## src/rtl/dp_ram_port_b_arbiter.sv

```systemverilog
// rtl/dp_ram_port_b_arbiter.sv - two-master arbiter for dual-port RAM port B with exclusive lock
// Define RAM_ARB_RR_EN for round-robin arbitration; otherwise m0 has fixed priority.
module dp_ram_port_b_arbiter #(
  parameter int ADDR_WIDTH = 22
) (
  input  logic                  clk_i,
  input  logic                  rst_i,
  input  logic                  m0_req_i,
  output logic                  m0_gnt_o,
  input  logic [ADDR_WIDTH-1:0] m0_addr_i,
  input  logic                  m0_we_i,
  input  logic [3:0]            m0_be_i,
  input  logic [31:0]           m0_wdata_i,
  input  logic                  m0_lock_i,
  output logic                  m0_rvalid_o,
  output logic [31:0]           m0_rdata_o,
  input  logic                  m1_req_i,
  output logic                  m1_gnt_o,
  input  logic [ADDR_WIDTH-1:0] m1_addr_i,
  input  logic                  m1_we_i,
  input  logic [3:0]            m1_be_i,
  input  logic [31:0]           m1_wdata_i,
  input  logic                  m1_lock_i,
  output logic                  m1_rvalid_o,
  output logic [31:0]           m1_rdata_o,
  output logic                  ram_en_o,
  output logic [ADDR_WIDTH-1:0] ram_addr_o,
  output logic                  ram_we_o,
  output logic [3:0]            ram_be_o,
  output logic [31:0]           ram_wdata_o,
  input  logic [31:0]           ram_rdata_i
);

  localparam logic [1:0] ARB  = 2'd0;
  localparam logic [1:0] OWN0 = 2'd1;
  localparam logic [1:0] OWN1 = 2'd2;

  logic [1:0]  state_q, state_d;
  logic        last_q, last_d;
  logic        rsp_valid_q, rsp_id_q, rsp_we_q;
  logic        gnt0, gnt1;
  logic [31:0] rsp_data;

  // Grants are held off while reset is asserted so the port is quiet.
  always_comb begin
    gnt0 = 1'b0;
    gnt1 = 1'b0;
    if (!rst_i) begin
      case (state_q)
        OWN0:    gnt0 = m0_req_i;
        OWN1:    gnt1 = m1_req_i;
        default: begin
          if (m0_req_i && m1_req_i) begin
`ifdef RAM_ARB_RR_EN
            gnt0 = last_q;
            gnt1 = ~last_q;
`else
            gnt0 = 1'b1;
`endif
          end else begin
            gnt0 = m0_req_i;
            gnt1 = m1_req_i;
          end
        end
      endcase
    end
  end

  always_comb begin
    state_d = state_q;
    case (state_q)
      OWN0:    if (!m0_lock_i) state_d = ARB;
      OWN1:    if (!m1_lock_i) state_d = ARB;
      default: begin
        state_d = ARB;
        if (gnt0 && m0_lock_i)      state_d = OWN0;
        else if (gnt1 && m1_lock_i) state_d = OWN1;
      end
    endcase
  end

  always_comb begin
    last_d = last_q;
    if (gnt0)      last_d = 1'b0;
    else if (gnt1) last_d = 1'b1;
  end

  assign m0_gnt_o    = gnt0;
  assign m1_gnt_o    = gnt1;
  assign ram_en_o    = gnt0 | gnt1;
  assign ram_addr_o  = gnt0 ? m0_addr_i  : (gnt1 ? m1_addr_i  : '0);
  assign ram_we_o    = gnt0 ? m0_we_i    : (gnt1 ? m1_we_i    : 1'b0);
  assign ram_be_o    = gnt0 ? m0_be_i    : (gnt1 ? m1_be_i    : 4'h0);
  assign ram_wdata_o = gnt0 ? m0_wdata_i : (gnt1 ? m1_wdata_i : 32'h0);

  always_ff @(posedge clk_i or posedge rst_i) begin
    if (rst_i) begin
      state_q     <= ARB;
      last_q      <= 1'b1;
      rsp_valid_q <= 1'b0;
      rsp_id_q    <= 1'b0;
      rsp_we_q    <= 1'b0;
    end else begin
      state_q     <= state_d;
      last_q      <= last_d;
      rsp_valid_q <= ram_en_o;
      rsp_id_q    <= gnt1;
      rsp_we_q    <= ram_we_o;
    end
  end

  // RAM output is stale after a write, so write responses return zero.
  assign rsp_data    = rsp_we_q ? 32'h0 : ram_rdata_i;
  assign m0_rvalid_o = rsp_valid_q & ~rsp_id_q;
  assign m1_rvalid_o = rsp_valid_q & rsp_id_q;
  assign m0_rdata_o  = m0_rvalid_o ? rsp_data : 32'h0;
  assign m1_rdata_o  = m1_rvalid_o ? rsp_data : 32'h0;

endmodule

```

## config.mk

```make
export PLATFORM = sky130hd
export DESIGN_NAME = dp_ram_port_b_arbiter
export DESIGN_NICKNAME = d
export VERILOG_FILES = /design/src/rtl/dp_ram_port_b_arbiter.sv
export SDC_FILE = /design/constraint.sdc
export NUM_CORES = 1
export LEC_CHECK = 0
export ABC_CLOCK_PERIOD_IN_PS = 2550
export CAP_MARGIN = 20
export CORE_AREA = 2 2 110 112
export CTS_CLUSTER_DIAMETER = 60
export DETAILED_ROUTE_END_ITERATION = 8
export DIE_AREA = 0 0 112 114
export GPL_TIMING_DRIVEN = 0
export PLACE_DENSITY = 0.54
export SETUP_SLACK_MARGIN = 0.2
export SLEW_MARGIN = 40
export SYNTH_ARGS = -nofsm -noshare
export SYNTH_HDL_FRONTEND = slang
export SYNTH_SLANG_ARGS = --single-unit
```

## constraint.sdc

```tcl
create_clock -name clk_i -period 2.55 [get_ports clk_i]
set_clock_uncertainty 0.2 [all_clocks]
set_input_delay 0.51 -clock clk_i [delete_from_list [all_inputs] [get_ports clk_i]]
set_output_delay 0.51 -clock clk_i [all_outputs]
set_load 0.01 [all_outputs]
```

==> results.py <==
metrics = {
    "logic_synthesis": {
        "synth_nets": 366,
        "synth.area.top_cells": "a22o_1 40%, nor2_1 18%, nand2b_1 15%",
        "synth_seq_area_share": 0.0931,
        "ys_types": 19,
        "synth_compound_area_frac": 0.426,
        "synth-edff-count": 0,
        "synth_async_sr_flop_share": 1.00,
        "synthMuxAreaShare": 0,
        "ys_ff_latch": 5,
        "avgSynthCellArea_um2": 6.46,
        "synthXorXnorAreaFrac": 0,
        "synth_ff_type": "dfrtp_1",
        "syn_inst": 208,
        "synth_top_family_by_area": "compound AO/OA/AOI/OAI gates",
        "syn_area_mm2": 0.00134,
        "yosys.area_share.simple": 0.369,
        "yosysTopAreaCell": "a22o_1",
        "ys_warn_count": 0,
        "synth_fa_ha_area_frac": 0.0186,
        "synth_top_area_frac": 0.398,
    },
    "timing": {
        "finalHoldViolations": 0,
        "setup_violations": 54,
        "period_share": 1.04,
        "max_freq_mhz": 378,
        "worstMarginPinSlew_ps": 351,
        "tns_ps": -2620,
        "rsz0062_at_grt": "yes",
        "setup_ws_ps": -92.3,
        "period_minus_slack_ps": 2640,
        "slew_headroom": 0.766,
        "slew_viol_final": 0,
    },
    "finish": {
        "nets": 686,
        "syn_to_final_growth_pct": 257,
        "drive_gt1_frac": 0.258,
        "antenna_cells": 0,
    },
    "grt": {
        "grt_max_degree": 11,
        "grt_pass1_vias": 2821,
        "antenna_found_initial": 0,
        "overflow": 0,
        "grt_pass1_wl_um": 16000,
        "grt_usage": 0.159,
    },
    "clocking": {
        "cts_tree": "done",
        "cts_sinks": 5,
        "cts_hold_buf": 0,
        "cts_htree_levels": 1,
        "insertion_delay_ps": 220,
        "cts_root_buf": "clkbuf_16",
        "clk_path_buf_depth": 2,
        "clk_pin_slew_ps": 30,
        "numCtsBuffers": 3,
    },
    "die": {
        "die_y_um": 114,
        "ios": 284,
        "die_x_um": 112,
        "fp.dieArea_mm2": 0.0128,
        "initial_utilization": 0.115,
        "rows": 40,
        "core_area_mm2": 0.0117,
    },
    "routing": {
        "vias": 2821,
        "dr.pass1.iters": 4,
        "drt-total-wl_um": 11200,
        "first_iter_violations": 84,
        "vias_per_cell": 4.19,
        "drcViolationCount": 0,
        "wl_per_cell_um": 16.7,
        "antenna_left": 0,
    },
    "critical_path": {
        "crit_fanout": 7,
        "critPathCaptureType": "primary output",
        "crit_type": "flop to primary output",
        "cp-start-kind": "flop",
        "cp_data_required_time_ps": 1840,
        "cp.arrival_ps": 1930,
    },
    "pwr": {
        "power_density_mw_per_mm2": 252,
        "p_total_uw": 1210,
        "ir_drop_uv": 184,
        "cellLeakagePower_uw": 0.00242,
    },
    "run_status": {
        "violations": "negative setup slack",
        "status": "finished with violations",
    },
    "placed_design": {
        "post-dp-hpwl_um": 9300,
        "io_buffers": 283,
        "gp_congestion": 0.861,
    },
    "hold_path": {
        "hold_path_class": "input port to async pin",
    },
    "job": {
        "cap_violations": 0,
    },
}
-- worst max-delay path, stage by stage (launching register included) --
cell and delay [ps]:
dfrtp_2 430, inv_2 70, ha_4 210, o21ai_4 190, o211a_4 270, buf_6 130
buf_16 110, a22o_1 150, buf_2 140
-- cells in the final DEF, fill, tap and decap left out, drive strengths merged --
master / instances
clkdlybuf4s50: 154
buf: 105
nor2: 67
dlygate4sd2: 66
a22o: 61
nand2b: 33
clkbuf: 15
nand2: 6
inv: 5
dfrtp: 5
ha: 2
o21ai: 2
nor2b: 1
o41ai: 1
o211a: 1
and2: 1
o22ai: 1
dlymetal6s2s: 1
-- state kept, by name, indices dropped and copies added, names as in the netlist --
register,count
state_q,2
rsp_id_q,1
rsp_valid_q,1
rsp_we_q,1
-- cell usage after synthesis (all sizes together) (2+ instances only) --
cell type   n
a22o       61
buf        12
clkbuf     10
dfrtp       5
ha          2
inv         5
nand2       6
nand2b     33
nor2       67
o21ai       2
-- report_power, final --
group | total, uW | switching, uW | internal, uW | leakage [uW]
Clock | 255 | 47.9 | 207 | 0.0000382
Combinational | 865 | 332 | 532 | 0.00232
Sequential | 90.7 | 5.39 | 85.3 | 0.0000635
-- layer usage --
metal	up-vias	GRT usage	part of all wire	wire length (um)
met5	-	0	0	0
met4	0	0.0463	0.023	263
met3	16	0.0425	0.094	1060
met2	180	0.305	0.52	5810
met1	1250	0.170	0.37	4110
li1	1375	-	-	-
-- cell families (layout without fill, tap and decap cells) --
kind of cell	count (synthesis)	count (layout)
and+or+nand+nor	108	108
AOI/OAI and AO/OA	66	66
buffers and inverters	27	346
DFF	5	5
adders and majority gates	2	2
-- final timing paths --
check | from | to | slack (ps) | depth (start not counted)
worst max register to register | state_q[0]$_DFFE_PP0P_ | rsp_id_q$_DFF_PP0_ | 350 | 11
min in group clk_i | state_q[1]$_DFFE_PP0P_ | state_q[1]$_DFFE_PP0P_ | 350 | 2
worst min register to register | state_q[1]$_DFFE_PP0P_ | state_q[1]$_DFFE_PP0P_ | 350 | 2
worst max-delay path | state_q[0]$_DFFE_PP0P_ | ram_addr_o[0] | -90 | 8
max in group asynchronous | rst_i | state_q[0]$_DFFE_PP0P_ | 1690 | 2
worst min-delay path | rst_i | rsp_we_q$_DFF_PP0_ | 280 | 2
-- repair_timing --
item	4_1_cts	5_1_grt
gates cloned	7	2
pin swaps	22	12
endpoints found under the setup margin	128	64
resized for setup	425	15
buffers inserted	18	5
-- through the flow --
stage | hold slack, ps | cell area [um2] | cells | setup slack, ps | util
after floorplan | 88.5 | 1340 | 208 | 275 | -
after global placement | 300 | 4360 | 638 | -738 | 0.372
after detailed placement | 306 | 4360 | 638 | -729 | 0.372
after CTS | 261 | 4670 | 667 | -107 | 0.399
after global routing | 307 | 4800 | 674 | -148 | 0.410
final | 279 | 4800 | 674 | -92.3 | 0.410
-- cell type report --
| type | instances | area (um2) |
|---|---|---|
| Timing Repair Buffer | 315 | 2960 |
| Clock buffer | 4 | 78.8 |
| Buffer | 22 | 243 |
| Sequential cell | 5 | 128 |
| Fill cell | 1232 | 6910 |
| Tap cell | 147 | 184 |
| Multi-Input combinational cell | 176 | 1190 |
| Inverter | 5 | 18.8 |
No activity file was read; power rests on OpenSTA's default activity.
